`config.mk`:
```
export PLATFORM = sky130hd
export DESIGN_NAME = mem_access_ctrl_flat
export DESIGN_NICKNAME = d
export VERILOG_FILES = /design/src/rtl/mem_access_ctrl_if.sv /design/src/rtl/mem_access_ctrl.sv /design/src/flat_wrapper.sv
export SDC_FILE = /design/constraint.sdc
export NUM_CORES = 1
export LEC_CHECK = 0
export ABC_AREA = 1
export ABC_CLOCK_PERIOD_IN_PS = 1150
export BUFFER_PORTS_ARGS = -buffer_cell sky130_fd_sc_hd__clkbuf_2
export CORE_MARGIN = 2
export CORE_UTILIZATION = 25
export CTS_BUF_LIST = sky130_fd_sc_hd__clkbuf_4
export CTS_CLUSTER_SIZE = 24
export DETAILED_ROUTE_END_ITERATION = 16
export PLACE_DENSITY_LB_ADDON = 0.12
export SLEW_MARGIN = 30
export SYNTH_ARGS = -nofsm -noshare
export SYNTH_HDL_FRONTEND = slang
export SYNTH_SLANG_ARGS = --single-unit
```
`constraint.sdc`:
```
create_clock -name Clk -period 1.15 [get_ports Clk]
set_input_delay 0.0575 -clock Clk [delete_from_list [all_inputs] [get_ports Clk]]
set_output_delay 0.0575 -clock Clk [all_outputs]
set_load 0.1 [all_outputs]
```
`src/rtl/mem_access_ctrl_if.sv`:
```
// Memory-side bus of the LC-3 memory-access sequencer: MAR-driven address,
// MDR write data, read/write request strobes held until ack, and read data return.
interface mem_access_ctrl_if #(
   parameter int DATA_W = 16
);
   logic [DATA_W-1:0] mem_addr;
   logic [DATA_W-1:0] mem_wdata;
   logic              mem_rd;
   logic              mem_wr;
   logic              mem_ack;
   logic [DATA_W-1:0] mem_rdata;

   modport master (
      output mem_addr, mem_wdata, mem_rd, mem_wr,
      input  mem_ack, mem_rdata
   );

   modport slave (
      input  mem_addr, mem_wdata, mem_rd, mem_wr,
      output mem_ack, mem_rdata
   );
endinterface

```
`src/rtl/mem_access_ctrl.sv`:
```
// LC-3 MAR/MDR memory-access sequencer for LD/ST, LDR/STR and LDI/STI.
// Optional macro MEM_TIMEOUT_EN adds a per-access wait counter that ends a stalled access with err.
//
// state   | meaning
// --------+----------------------------------------------------------
// IDLE    | waiting for start; request captured on the start edge
// PTR_RD  | indirect pointer fetch; ack loads the pointer into MAR
// DATA_RD | data read at MAR; ack loads MDR (rdata)
// DATA_WR | data write of captured store data to MAR
// DONE    | one-cycle completion pulse (err on timeout)
module mem_access_ctrl #(
   parameter int DATA_W  = 16,
   parameter int TIMEOUT = 255
) (
   input  logic              Clk,
   input  logic              reset,
   input  logic              start,
   input  logic              op_write,
   input  logic              op_indirect,
   input  logic [DATA_W-1:0] ea_in,
   input  logic [DATA_W-1:0] wdata,
   output logic              busy,
   output logic              done,
   output logic              err,
   output logic [DATA_W-1:0] rdata,
   output logic [DATA_W-1:0] mar,
   mem_access_ctrl_if.master mem
);

   typedef enum logic [2:0] {
      ST_IDLE    = 3'd0,
      ST_PTR_RD  = 3'd1,
      ST_DATA_RD = 3'd2,
      ST_DATA_WR = 3'd3,
      ST_DONE    = 3'd4
   } state_t;

   state_t            state;
   state_t            state_nxt;
   logic              wr_q;
   logic [DATA_W-1:0] wdata_q;
   logic              waiting;
   logic              timeout_hit;

   assign waiting = (state == ST_PTR_RD) || (state == ST_DATA_RD) || (state == ST_DATA_WR);

`ifdef MEM_TIMEOUT_EN
   localparam int CNT_W = (TIMEOUT > 255) ? $clog2(TIMEOUT + 1) : 8;

   logic [CNT_W-1:0] wait_cnt;
   logic             err_q;

   // Hit is evaluated on the edge that would complete the TIMEOUT-th unacked cycle; ack still wins.
   assign timeout_hit = waiting && (wait_cnt == CNT_W'(TIMEOUT - 1));

   always_ff @(posedge Clk) begin
      if (!reset) begin
         wait_cnt <= '0;
         err_q    <= 1'b0;
      end else begin
         if (state_nxt != state)
            wait_cnt <= '0;
         else if (waiting && !mem.mem_ack)
            wait_cnt <= wait_cnt + 1'b1;

         if (state == ST_IDLE)
            err_q <= 1'b0;
         else if (timeout_hit && !mem.mem_ack)
            err_q <= 1'b1;
      end
   end

   assign err = (state == ST_DONE) && err_q;
`else
   assign timeout_hit = 1'b0;
   assign err         = 1'b0;
`endif

   always_ff @(posedge Clk) begin
      if (!reset)
         state <= ST_IDLE;
      else
         state <= state_nxt;
   end

   always_comb begin
      state_nxt = state;
      case (state)
         ST_IDLE: begin
            if (start) begin
               if (op_indirect)   state_nxt = ST_PTR_RD;
               else if (op_write) state_nxt = ST_DATA_WR;
               else               state_nxt = ST_DATA_RD;
            end
         end
         ST_PTR_RD: begin
            if (mem.mem_ack)      state_nxt = wr_q ? ST_DATA_WR : ST_DATA_RD;
            else if (timeout_hit) state_nxt = ST_DONE;
         end
         ST_DATA_RD,
         ST_DATA_WR: begin
            if (mem.mem_ack || timeout_hit) state_nxt = ST_DONE;
         end
         ST_DONE:  state_nxt = ST_IDLE;
         default:  state_nxt = ST_IDLE;
      endcase
   end

   always_ff @(posedge Clk) begin
      if (!reset) begin
         mar     <= '0;
         rdata   <= '0;
         wdata_q <= '0;
         wr_q    <= 1'b0;
      end else begin
         case (state)
            ST_IDLE: begin
               if (start) begin
                  mar     <= ea_in;
                  wdata_q <= wdata;
                  wr_q    <= op_write;
               end
            end
            ST_PTR_RD:  if (mem.mem_ack) mar   <= mem.mem_rdata;
            ST_DATA_RD: if (mem.mem_ack) rdata <= mem.mem_rdata;
            default: ;
         endcase
      end
   end

   always_comb begin
      busy        = (state != ST_IDLE);
      done        = (state == ST_DONE);
      mem.mem_rd  = (state == ST_PTR_RD) || (state == ST_DATA_RD);
      mem.mem_wr  = (state == ST_DATA_WR);
   end

   assign mem.mem_addr  = mar;
   assign mem.mem_wdata = wdata_q;

endmodule

```
`src/flat_wrapper.sv`:
```
// flat-port wrapper written by rule: the top's interface ports become plain ports
module mem_access_ctrl_flat 
#(
   parameter int DATA_W  = 16,
   parameter int TIMEOUT = 255
)
  (Clk, reset, start, op_write, op_indirect, ea_in, wdata, busy, done, err, rdata, mar, mem_mem_addr, mem_mem_wdata, mem_mem_rd, mem_mem_wr, mem_mem_ack, mem_mem_rdata);
  mem_access_ctrl_if #(.DATA_W(DATA_W)) mem_i ();
  input  logic Clk;
  input  logic reset;
  input  logic start;
  input  logic op_write;
  input  logic op_indirect;
  input  logic [DATA_W-1:0] ea_in;
  input  logic [DATA_W-1:0] wdata;
  output logic busy;
  output logic done;
  output logic err;
  output logic [DATA_W-1:0] rdata;
  output logic [DATA_W-1:0] mar;
  output wire logic [$bits(mem_i.mem_addr)-1:0] mem_mem_addr;
  output wire logic [$bits(mem_i.mem_wdata)-1:0] mem_mem_wdata;
  output wire logic [$bits(mem_i.mem_rd)-1:0] mem_mem_rd;
  output wire logic [$bits(mem_i.mem_wr)-1:0] mem_mem_wr;
  input wire logic [$bits(mem_i.mem_ack)-1:0] mem_mem_ack;
  input wire logic [$bits(mem_i.mem_rdata)-1:0] mem_mem_rdata;
  assign mem_mem_addr = mem_i.mem_addr;
  assign mem_mem_wdata = mem_i.mem_wdata;
  assign mem_mem_rd = mem_i.mem_rd;
  assign mem_mem_wr = mem_i.mem_wr;
  assign mem_i.mem_ack = mem_mem_ack;
  assign mem_i.mem_rdata = mem_mem_rdata;
  mem_access_ctrl #(.DATA_W(DATA_W), .TIMEOUT(TIMEOUT)) u_core (.Clk(Clk), .reset(reset), .start(start), .op_write(op_write), .op_indirect(op_indirect), .ea_in(ea_in), .wdata(wdata), .busy(busy), .done(done), .err(err), .rdata(rdata), .mar(mar), .mem(mem_i));
endmodule
```
==> flow_summary.toml <==
[layout]
final.fill_count = 839
layout-drive-gt1-share_pct = 57.5
n_antenna_cell = 0
finalNonFillerCells = 638
areaGrowthSynthToFinish_pct = 127
final_nets = 580

[min_path]
hp-class = "in2reg"

[die]
row_count = 35
coreArea_um2 = 9200
die_w_um = 101
io_pins = 123
dieArea_um2 = 10200
die_y_um = 101
start_util_pct = 25.6

[global_routing]
grt_pass1_vias = 2749
grt_use_met1_pct = 20.2
overflow = 0
antenna_found_initial = 0
grt_usage_pct = 15.8
busiest_layer = "met2"
grt_util_met3_pct = 3.04
grtUsageMet2_pct = 27.6
grt_max_degree = 35
grt_pass1_wl_mm = 12.9

[synthesis]
ys_ff_latch = 52
avgSynthCellArea_um2 = 6.72
yosysUniqueCellTypes = 19
syn_inst = 351
synth_most_common_cell = "nand2_1"
synth.net_count = 405
async_flop_share_pct = 0
synth_largest_area_cell = "dfxtp_1"
netlist_top_cells_area = "dfxtp_1 (44%), nand2_1 (17%), nor2_1 (11%), buf_4 (6.4%), nand3_1 (4.2%)"
yosysWarningCount = 0
ys.flop_type = "dfxtp_1"
synthTopCellsByCount = "nand2_1 (105), nor2_1 (70), dfxtp_1 (52)"
synth-edff-count = 0
yosysSeqAreaShare_pct = 44.1
syn-cell-area_um2 = 2360
netlist.area_leader.share_pct = 44.1

[placement]
routabilityCongestion = 0.780
placed_cells = 567
dp_hpwl_mm = 5.39
pre_cts_slack_ns = -0.127
numPortBuffers = 121

[timing]
skew_ns = 0.00818
drv_slew = 0
rsz0062_at_grt = "true"
setup_ws_ns = -0.342
whs_ns = 0.0206
setup_viol = 56
hold_violations = 0
period_minus_slack_ns = 1.49
fmax_mhz = 670
fin_crit_sh_pct = 130

[clock_tree]
cts_tree = "built"
clockBufferDepth = 2
cts_buffers = 5
htree_levels = 2
worstSkewPairLatency_ns = 0.36
cts_sinks = 52
cts-root-buf = "clkbuf_4"
cts.clk_slew.worst_paths_ns = 0.16

[status]
run_status = "finished with violations"
violations = "setup timing"

[routing]
vias = 2791
vias_per_cell = 4.37
drtIter0Drc = 64
wirelength_mm = 8.22
first_pass_iters = 4
route.detailed.drc = 0
wl_per_cell_um = 12.9
ant_nets = 0

[critical_path]
critPathKind = "reg2out"
worstPathRequired_ns = 1.09
end_kind = "primary output"
cp_max_fo = 3
arrival_ns = 1.43
worst_path_max_delay_cell = "dfxtp_4"
path_cells = "nor2_4, inv_2, nor2_4, buf_12, clkinvlp_4, buf_12"
cp-start-kind = "register"
cpPeakStageDelay_ns = 0.40

[flow_run]
max_cap_violations = 0
[worst max-delay path, delay by kind of cell (launching register included)]
| kind | cells | cell delay [ns] |
|---|---|---|
| flops | 1 | 0.40 |
| buf+inv | 4 | 0.44 |
| simple gates | 2 | 0.24 |
[cells by family (layout without fill, tap and decap cells)]
group           after synthesis  count (layout)  share of synthesized area (%)
flops                        52              52                           44.1
simple gates                204             204                           35.3
buf+inv                      59             235                           12.8
compound gates               35              35                           7.53
other cells                   1               1                          0.159
[layout make-up]
type | count | area [µm²] | share of cell area [%]
Clock inverter | 3 | 42.5 | 0.796
Clock buffer | 5 | 37.5 | 0.702
Timing Repair inverter | 1 | 16.3 | 0.304
Inverter | 26 | 128 | 2.39
Timing Repair Buffer | 200 | 2460 | 46.0
Tap cell | 111 | 139 | 2.60
Sequential cell | 52 | 1100 | 20.5
Multi-Input combinational cell | 240 | 1430 | 26.7
[what timing repair did]
| action | CTS | global route |
|---|---|---|
| hold buffers | 39 | 0 |
| pin swaps | 31 | 34 |
| buffers inserted | 18 | 4 |
| hold endpoints to repair | 39 | 0 |
| endpoints found under the setup margin | 54 | 56 |
| gates resized for setup | 59 | 107 |
| cloned | 6 | 2 |
[flip-flops by register name, indices dropped and copies added, names as in the netlist]
register              count
u_core.mem.mem_wdata     16
u_core.wr_q               1
u_core.state              3
u_core.mar               16
u_core.rdata             16
[layout by cell type, fill, tap and decap left out, types with 3 or more instances in the layout]
cell,Yosys,routed
inv_1,21,18
nand2_4,0,10
nand2_2,2,18
buf_12,0,64
nand3_1,20,17
o21ai_2,0,16
nor2_4,2,17
clkbuf_4,0,5
nor2_1,70,42
dfxtp_1,52,11
a21oi_1,18,17
nand3_4,0,5
dfxtp_2,0,39
buf_4,20,22
inv_2,4,3
buf_16,0,5
buf_8,0,3
dlygate4sd3_1,0,39
buf_6,0,13
clkbuf_2,0,53
nand2_1,105,77
nor2_2,1,14
[per-layer routing]
layer	part of all wire [%]	wire length (µm)
met5	0	0
met4	0.57	47
met3	4.6	376
met2	52	4270
met1	43	3520
[metrics by stage]
| step | instance area (µm²) | utilization [%] | TNS, ns |
|---|---|---|---|
| after floorplan | 2450 | - | -1.99 |
| after global placement | 4060 | 44.1 | -2.60 |
| after detailed placement | 4060 | 44.1 | -3.58 |
| after CTS | 5020 | 54.6 | -13.19 |
| after global routing | 5350 | 58.1 | -14.71 |
| final | 5350 | 58.1 | -11.45 |
[worst paths after layout]
kind / start / depth (start not counted) / slack, ns / endpoint
setup / recovery: u_core.state[2] / 6 / -0.34 / busy
hold / removal: ea_in[14] / 5 / 0.02 / u_core.mar[14]
setup reg to reg: u_core.state[2] / 10 / -0.28 / u_core.mar[14]
hold reg to reg: u_core.mem.mem_wdata[1] / 2 / 0.48 / u_core.mem.mem_wdata[1]
Power is not shown: default switching activity piles up to over one toggle a cycle in this logic, so the estimate is an artifact.
